==> src/rtl/bp_fe_pkg.sv <==
// Front-end shared types.
//   bp_fe_fetch_buf_state_e : fetch response buffer control state
//     e_run    - responses are enqueued as they arrive
//     e_squash - responses belonging to flushed requests are discarded
package bp_fe_pkg;

  typedef enum logic {
    e_run    = 1'b0,
    e_squash = 1'b1
  } bp_fe_fetch_buf_state_e;

endpackage

==> src/rtl/bp_fe_fetch_inflight_tracker.sv <==
// In-flight request tracker for the fetch response buffer.
// Owns the outstanding-request counter, the squash counter, the run/squash
// FSM and the credit calculation that gates new I$ requests.
//   clk_i, reset_i      clock, asynchronous active-low reset
//   issue_v_i           upstream fetch request valid
//   fetch_ready_i       I$ ready to accept a request
//   flush_i             discard everything currently in flight
//   resp_v_i            I$ returned data for the oldest request
//   resp_drop_i         oldest request ended without data
//   count_i             current buffer occupancy (registered, from parent)
//   issue_ready_o       upstream may issue
//   fetch_v_o           request valid towards the I$
//   enq_v_o             the response this cycle should be written
//   inflight_o          outstanding request count
//   proto_err_o         protocol violation seen this cycle
module bp_fe_fetch_inflight_tracker
  import bp_fe_pkg::*;
#(
  parameter int els_p          = 16,
  parameter int max_inflight_p = 2
) (
  input  logic                                  clk_i,
  input  logic                                  reset_i,
  input  logic                                  issue_v_i,
  input  logic                                  fetch_ready_i,
  input  logic                                  flush_i,
  input  logic                                  resp_v_i,
  input  logic                                  resp_drop_i,
  input  logic [$clog2(els_p+1)-1:0]            count_i,
  output logic                                  issue_ready_o,
  output logic                                  fetch_v_o,
  output logic                                  enq_v_o,
  output logic [$clog2(max_inflight_p+1)-1:0]   inflight_o,
  output logic                                  proto_err_o
);

  localparam int inflight_w_lp = $clog2(max_inflight_p+1);
  localparam int count_w_lp    = $clog2(els_p+1);
  localparam int occ_w_lp      = count_w_lp + 1;

  bp_fe_fetch_buf_state_e state_r, state_n;
  logic [inflight_w_lp-1:0] inflight_r, inflight_n;
  logic [inflight_w_lp-1:0] squash_r, squash_n, squash_flush;
  logic [occ_w_lp-1:0]      occ;
  logic credit, res, res_eff, issue_fire;

  // Credit uses registered occupancy only; a dequeue this cycle does not
  // free a slot until the next cycle.
  assign occ    = occ_w_lp'(count_i) + occ_w_lp'(inflight_r);
  assign credit = (occ < occ_w_lp'(els_p))
                & (inflight_r < inflight_w_lp'(max_inflight_p));

  assign issue_ready_o = fetch_ready_i & credit & ~flush_i;
  assign fetch_v_o     = issue_v_i & credit & ~flush_i;
  assign issue_fire    = issue_v_i & issue_ready_o;

  // Data and drop together count as one resolution; a resolution with
  // nothing outstanding is ignored so the counter saturates at zero.
  assign res     = resp_v_i | resp_drop_i;
  assign res_eff = res & (inflight_r != '0);

  assign proto_err_o = (resp_v_i & resp_drop_i) | (res & (inflight_r == '0));

  assign inflight_n   = inflight_r + inflight_w_lp'(issue_fire) - inflight_w_lp'(res_eff);
  assign squash_flush = inflight_r - inflight_w_lp'(res_eff);
  assign inflight_o   = inflight_r;

  always_comb begin
    state_n  = state_r;
    squash_n = squash_r;
    enq_v_o  = 1'b0;
    case (state_r)
      e_run: begin
        if (flush_i) begin
          squash_n = squash_flush;
          if (squash_flush != '0) state_n = e_squash;
        end else begin
          enq_v_o = resp_v_i;
        end
      end
      e_squash: begin
        // Squashed responses are always the oldest, so new issues made
        // here resolve only after the squash count drains.
        if (flush_i) begin
          squash_n = squash_flush;
          state_n  = (squash_flush != '0) ? e_squash : e_run;
        end else if (res) begin
          if (squash_r != '0) squash_n = squash_r - inflight_w_lp'(1);
          if (squash_r <= inflight_w_lp'(1)) state_n = e_run;
        end
      end
      default: state_n = e_run;
    endcase
  end

  always_ff @(posedge clk_i or negedge reset_i) begin
    if (!reset_i) begin
      state_r    <= e_run;
      inflight_r <= '0;
      squash_r   <= '0;
    end else begin
      state_r    <= state_n;
      inflight_r <= inflight_n;
      squash_r   <= squash_n;
    end
  end

endmodule

==> src/rtl/bp_fe_fetch_resp_buffer.sv <==
// Fetch response buffer between the I$ and the fetch consumer.
// Requests to the I$ are credit-gated so that every in-flight response has
// a guaranteed slot; responses are stored in order and offered downstream
// with valid/yumi. Flush squashes in-flight responses.
//   clk_i, reset_i   clock, asynchronous active-low reset
//   issue_v_i        upstream fetch request valid
//   issue_ready_o    upstream may issue
//   fetch_v_o        request valid to I$ (vaddr_v_i / ptag_v_i)
//   fetch_ready_i    I$ ready
//   resp_v_i         I$ data valid
//   resp_data_i      I$ data
//   resp_drop_i      oldest in-flight request ended without data
//   flush_i          discard buffer and all in-flight responses
//   data_o, v_o      head entry and its valid
//   yumi_i           consumer takes head
//   inflight_o       outstanding request count
//   error_o          sticky protocol error
module bp_fe_fetch_resp_buffer
  import bp_fe_pkg::*;
#(
  parameter int width_p        = 32,
  parameter int els_p          = 16,
  parameter int max_inflight_p = 2
) (
  input  logic                                 clk_i,
  input  logic                                 reset_i,
  input  logic                                 issue_v_i,
  output logic                                 issue_ready_o,
  output logic                                 fetch_v_o,
  input  logic                                 fetch_ready_i,
  input  logic                                 resp_v_i,
  input  logic [width_p-1:0]                   resp_data_i,
  input  logic                                 resp_drop_i,
  input  logic                                 flush_i,
  output logic [width_p-1:0]                   data_o,
  output logic                                 v_o,
  input  logic                                 yumi_i,
  output logic [$clog2(max_inflight_p+1)-1:0]  inflight_o,
  output logic                                 error_o
);

  localparam int ptr_w_lp   = (els_p > 1) ? $clog2(els_p) : 1;
  localparam int count_w_lp = $clog2(els_p+1);

  logic [width_p-1:0]    mem [els_p];
  logic [ptr_w_lp-1:0]   wptr_r, rptr_r;
  logic [count_w_lp-1:0] count_r, count_n;
  logic                  error_r;
  logic enq_req, enq, deq, full, trk_err, ovf_err, yumi_err;

  function automatic logic [ptr_w_lp-1:0] ptr_inc(input logic [ptr_w_lp-1:0] p);
    return (p == ptr_w_lp'(els_p-1)) ? '0 : p + ptr_w_lp'(1);
  endfunction

  bp_fe_fetch_inflight_tracker #(
    .els_p          (els_p),
    .max_inflight_p (max_inflight_p)
  ) u_tracker (
    .clk_i         (clk_i),
    .reset_i       (reset_i),
    .issue_v_i     (issue_v_i),
    .fetch_ready_i (fetch_ready_i),
    .flush_i       (flush_i),
    .resp_v_i      (resp_v_i),
    .resp_drop_i   (resp_drop_i),
    .count_i       (count_r),
    .issue_ready_o (issue_ready_o),
    .fetch_v_o     (fetch_v_o),
    .enq_v_o       (enq_req),
    .inflight_o    (inflight_o),
    .proto_err_o   (trk_err)
  );

  assign v_o    = (count_r != '0) & ~flush_i;
  assign data_o = mem[rptr_r];
  assign deq    = yumi_i & v_o;
  assign full   = (count_r == count_w_lp'(els_p));

  // A full buffer may still accept a write when the head leaves in the
  // same cycle; otherwise the write is dropped and flagged.
  assign enq      = enq_req & (~full | deq);
  assign ovf_err  = enq_req & full & ~deq;
  assign yumi_err = yumi_i & ~v_o & ~flush_i;
  assign count_n  = count_r + count_w_lp'(enq) - count_w_lp'(deq);
  assign error_o  = error_r;

  always_ff @(posedge clk_i or negedge reset_i) begin
    if (!reset_i) begin
      wptr_r  <= '0;
      rptr_r  <= '0;
      count_r <= '0;
      error_r <= 1'b0;
    end else begin
      error_r <= error_r | trk_err | ovf_err | yumi_err;
      if (flush_i) begin
        wptr_r  <= '0;
        rptr_r  <= '0;
        count_r <= '0;
      end else begin
        if (enq) wptr_r <= ptr_inc(wptr_r);
        if (deq) rptr_r <= ptr_inc(rptr_r);
        count_r <= count_n;
      end
    end
  end

  always_ff @(posedge clk_i) begin
    if (enq) mem[wptr_r] <= resp_data_i;
  end

endmodule

==> config.mk <==
export PLATFORM = sky130hd
export DESIGN_NAME = bp_fe_fetch_resp_buffer
export DESIGN_NICKNAME = d
export VERILOG_FILES = /design/src/rtl/bp_fe_pkg.sv /design/src/rtl/bp_fe_fetch_inflight_tracker.sv /design/src/rtl/bp_fe_fetch_resp_buffer.sv
export SDC_FILE = /design/constraint.sdc
export NUM_CORES = 1
export LEC_CHECK = 0
export ABC_AREA = 1
export BUFFER_PORTS_ARGS = -buffer_cell sky130_fd_sc_hd__buf_4
export CAP_MARGIN = 20
export CELL_PAD_IN_SITES_DETAIL_PLACEMENT = 1
export CELL_PAD_IN_SITES_GLOBAL_PLACEMENT = 2
export CORE_AREA = 2 2 244 246
export DETAILED_ROUTE_END_ITERATION = 7
export DIE_AREA = 0 0 246 248
export PLACE_DENSITY = 0.78
export SLEW_MARGIN = 10
export SYNTH_ARGS = -nofsm -noshare
export SYNTH_HDL_FRONTEND = slang
export SYNTH_SLANG_ARGS = --single-unit
==> constraint.sdc <==
create_clock -name clk_i -period 3.3 [get_ports clk_i]
set_clock_uncertainty 0.15 [all_clocks]
set_input_delay 0.33 -clock clk_i [delete_from_list [all_inputs] [get_ports clk_i]]
set_output_delay 0.33 -clock clk_i [all_outputs]
set_load 0.02 [all_outputs]
==> run metrics <==
Final Wtd Congestion 0.726; fmax 319 MHz; synth unique cells 22; gr usage total 0.196; setup violators final 0; wire length per cell 20.8 um; worst slack, placed 356 ps; worst path bufs/invs 3; Max Cap Viol 0; Adder-Cell Fraction of Synth Area 0.0112; Comb power frac 0.260; initial antenna violation count 2; H-tree Lvls 2; TNS Setup 0 ps; grt ovf 0; clock power share 0.319; Die Wd 246 um; Worst Max-Slew Pin Slew 967 ps; commonest non-fill, non-tap cells in the layout 512 x edfxtp_1, 496 x nand2_1, 330 x nor2_1, 173 x o21ai_0, 113 x buf_4; TritonCTS sink count 531; nets 2,107; Final ANT Viol Nets 0; Psw 5.83 mW; setup bufs post-CTS 0; delay-heaviest family, CP buffers and inverters; DR vias/cell 5.13; multiplexer area fraction after synthesis 0; drt total wl 59,500 um; HPWL Detailed 32,300 um; Power per Cell Area 707 nW/um^2; Layout Utilization 0.440; Power Total 18.2 mW; die area 61,000 sq um; Simple-Gate Fraction of Synth Area 0.170; CP cell instances inv_2 -> buf_4 -> nand3_1 -> nand3_1 -> nand2_1 -> buf_4; Critical Path Sink Type output port; Compound-Gate Fraction of Synth Area 0.0569; Tcrit/Tclk final 0.949; commonest non-fill, non-tap cell in the layout edfxtp_1; CTS max path bufs 3; crit path kind flip-flop to output port; IO buf count 77; # IOs 78; effective utilization at floorplan 0.375; #FFs+latches synth 531; CTS Buf Count 55; share of cells above drive strength 1 0.108; first-pass GRT wire length 91,000 um; Internal 12.3 mW; HP Class input port to flip-flop; vias in the first global route 15,800; synthesized netlist net count 1,983; Worst Path Max Fanout 26; largest family of logic cells by synthesized area simple AND/OR/NAND/NOR gates; routed vias 14,700; filler instances 6,224; register area share after synthesis 0.723; Rows 89; unrepaired setup endpoints after global routing no; Core Box Area 58,500 sq um; setup ws final 168 ps; final hold vios 0; Worst VDD drop 0.000441 V; fin crit period 3130 ps; drt first pass iters 5; largest net degree at the start of global routing 100; DR DRC count 0; drt initial violations 943; Clk pin slew, worst setup/hold paths 60 ps; syn avg cell area 11.4 sq um; synthesized area 21,900 sq um; Setup crit start kind flip-flop; Critical Path RT 2820 ps; YS warnings 0; Worst-Skew Late Latency 590 ps; Final Max Slew Viols 0; P&R area growth vs syn 17.3%; crit path DAT 2650 ps; root buffer selected by CTS clkbuf_16; CTS tree yes; Synth Instances 1,924; Reg power frac 0.422; max incr delay on CP 720 ps; post-synthesis xor/xnor area fraction 0.00200; status finished clean; Leakage 9.45 nW; die height 248 um; switch share 0.321; Critical Path Slowest Stage Cell inv_2; Max transition margin 0.353
## per-stage QoR
stage | cells | instance area (sq um) | hold WS [ps]
2_1_floorplan | 1924 | 21900 | -116
6_report | 2863 | 25700 | 22.2
3_5_place_dp | 2724 | 23600 | 82.0
5_1_grt | 2863 | 25700 | 38.9
4_1_cts | 2860 | 25600 | 1.22
3_3_place_gp | 2724 | 23600 | 77.4
## cells in the mapped netlist (all sizes together)
| cell | instances | area share |
|---|---|---|
| clkinv | 1 | 0.00017 |
| nand2 | 496 | 0.085 |
| a31oi | 1 | 0.00029 |
| xor2 | 5 | 0.0020 |
| nor3 | 1 | 0.00023 |
| nand4 | 2 | 0.00057 |
| ha | 18 | 0.010 |
| a21oi | 7 | 0.0016 |
| inv | 63 | 0.011 |
| edfxtp | 512 | 0.70 |
| o21ai | 241 | 0.055 |
| nand3 | 109 | 0.025 |
| fa | 1 | 0.00091 |
| clkbuf | 38 | 0.0065 |
| buf | 63 | 0.019 |
| nor2 | 347 | 0.059 |
| dfrtp | 19 | 0.022 |
## metal layers
layer | GRT usage | routed length, um | share of wire
met3 | 0.0304 | 2110 | 0.035
met1 | 0.253 | 26700 | 0.45
met4 | 0.0592 | 1430 | 0.024
met2 | 0.341 | 29200 | 0.49
met5 | 0 | 15 | 0.00025
## flip-flops by register name, indices dropped and copies added, names as in the netlist
signal and cells:
u_tracker.squash_r 2, error_o 1, u_tracker.state_r 1, count_r 5, u_tracker.inflight_o 2, rptr_r 4
mem 512, wptr_r 4
## path summary, 6_finish.rpt
check,from,end,slack [ps],cells past startpoint
hold reg to reg,error_o,error_o,410,2
setup reg to reg,count_r[2],count_r[4],360,16
setup / recovery,rptr_r[2],data_o[4],170,6
min in group asynchronous,reset_i,count_r[4],830,3
max in group asynchronous,reset_i,rptr_r[1],1470,3
hold / removal,issue_v_i,u_tracker.inflight_o[0],20,4
## timing repair
item | 4_1_cts | 5_1_grt
resized for setup | 1 | 2
setup endpoints to repair | 1 | 20
hold buffers | 38 | 0
hold endpoints to repair | 535 | 0
gates cloned | 0 | 2
## worst register-to-register path, delay by kind of cell (launching register included)
kind | cells | cell delay (ps)
buffers and inverters | 3 | 240
AND/OR/NAND/NOR | 6 | 610
AO/OA/AOI/OAI | 3 | 400
adder cells (fa/ha/maj) | 4 | 1070
flip-flops | 1 | 420
## kinds of logic (layout without fill, tap and decap cells)
family	Yosys count	in the layout
AND/OR/NAND/NOR	955	955
flip-flops	531	531
AO/OA/AOI/OAI	249	249
buffers and inverters	165	330
adder cells (fa/ha/maj)	19	19
XOR/XNOR	5	5
other	0	1
## cell type report
type                            instances  area, sq um  area share
Antenna cell                            1         2.50   0.0000973
Clock inverter                         28          191     0.00744
Inverter                               64          246     0.00959
Multi-Input combinational cell       1228         5390       0.210
Timing Repair Buffer                  168         1600      0.0623
Sequential cell                       531        15900       0.617
Tap cell                              773          967      0.0376
Clock buffer                           70         1450      0.0565
## power groups by stage
stage          sequential, mW  clock (mW)  combinational [mW]
2_1_floorplan            7.78           0                3.14
3_3_place_gp             7.79           0                4.52
3_5_place_dp             7.80           0                4.64
4_1_cts                  7.66        5.89                4.72
5_1_grt                  7.68        6.15                5.36
6_report                 7.66        5.79                4.72
Power figures use the tool's default switching activity.
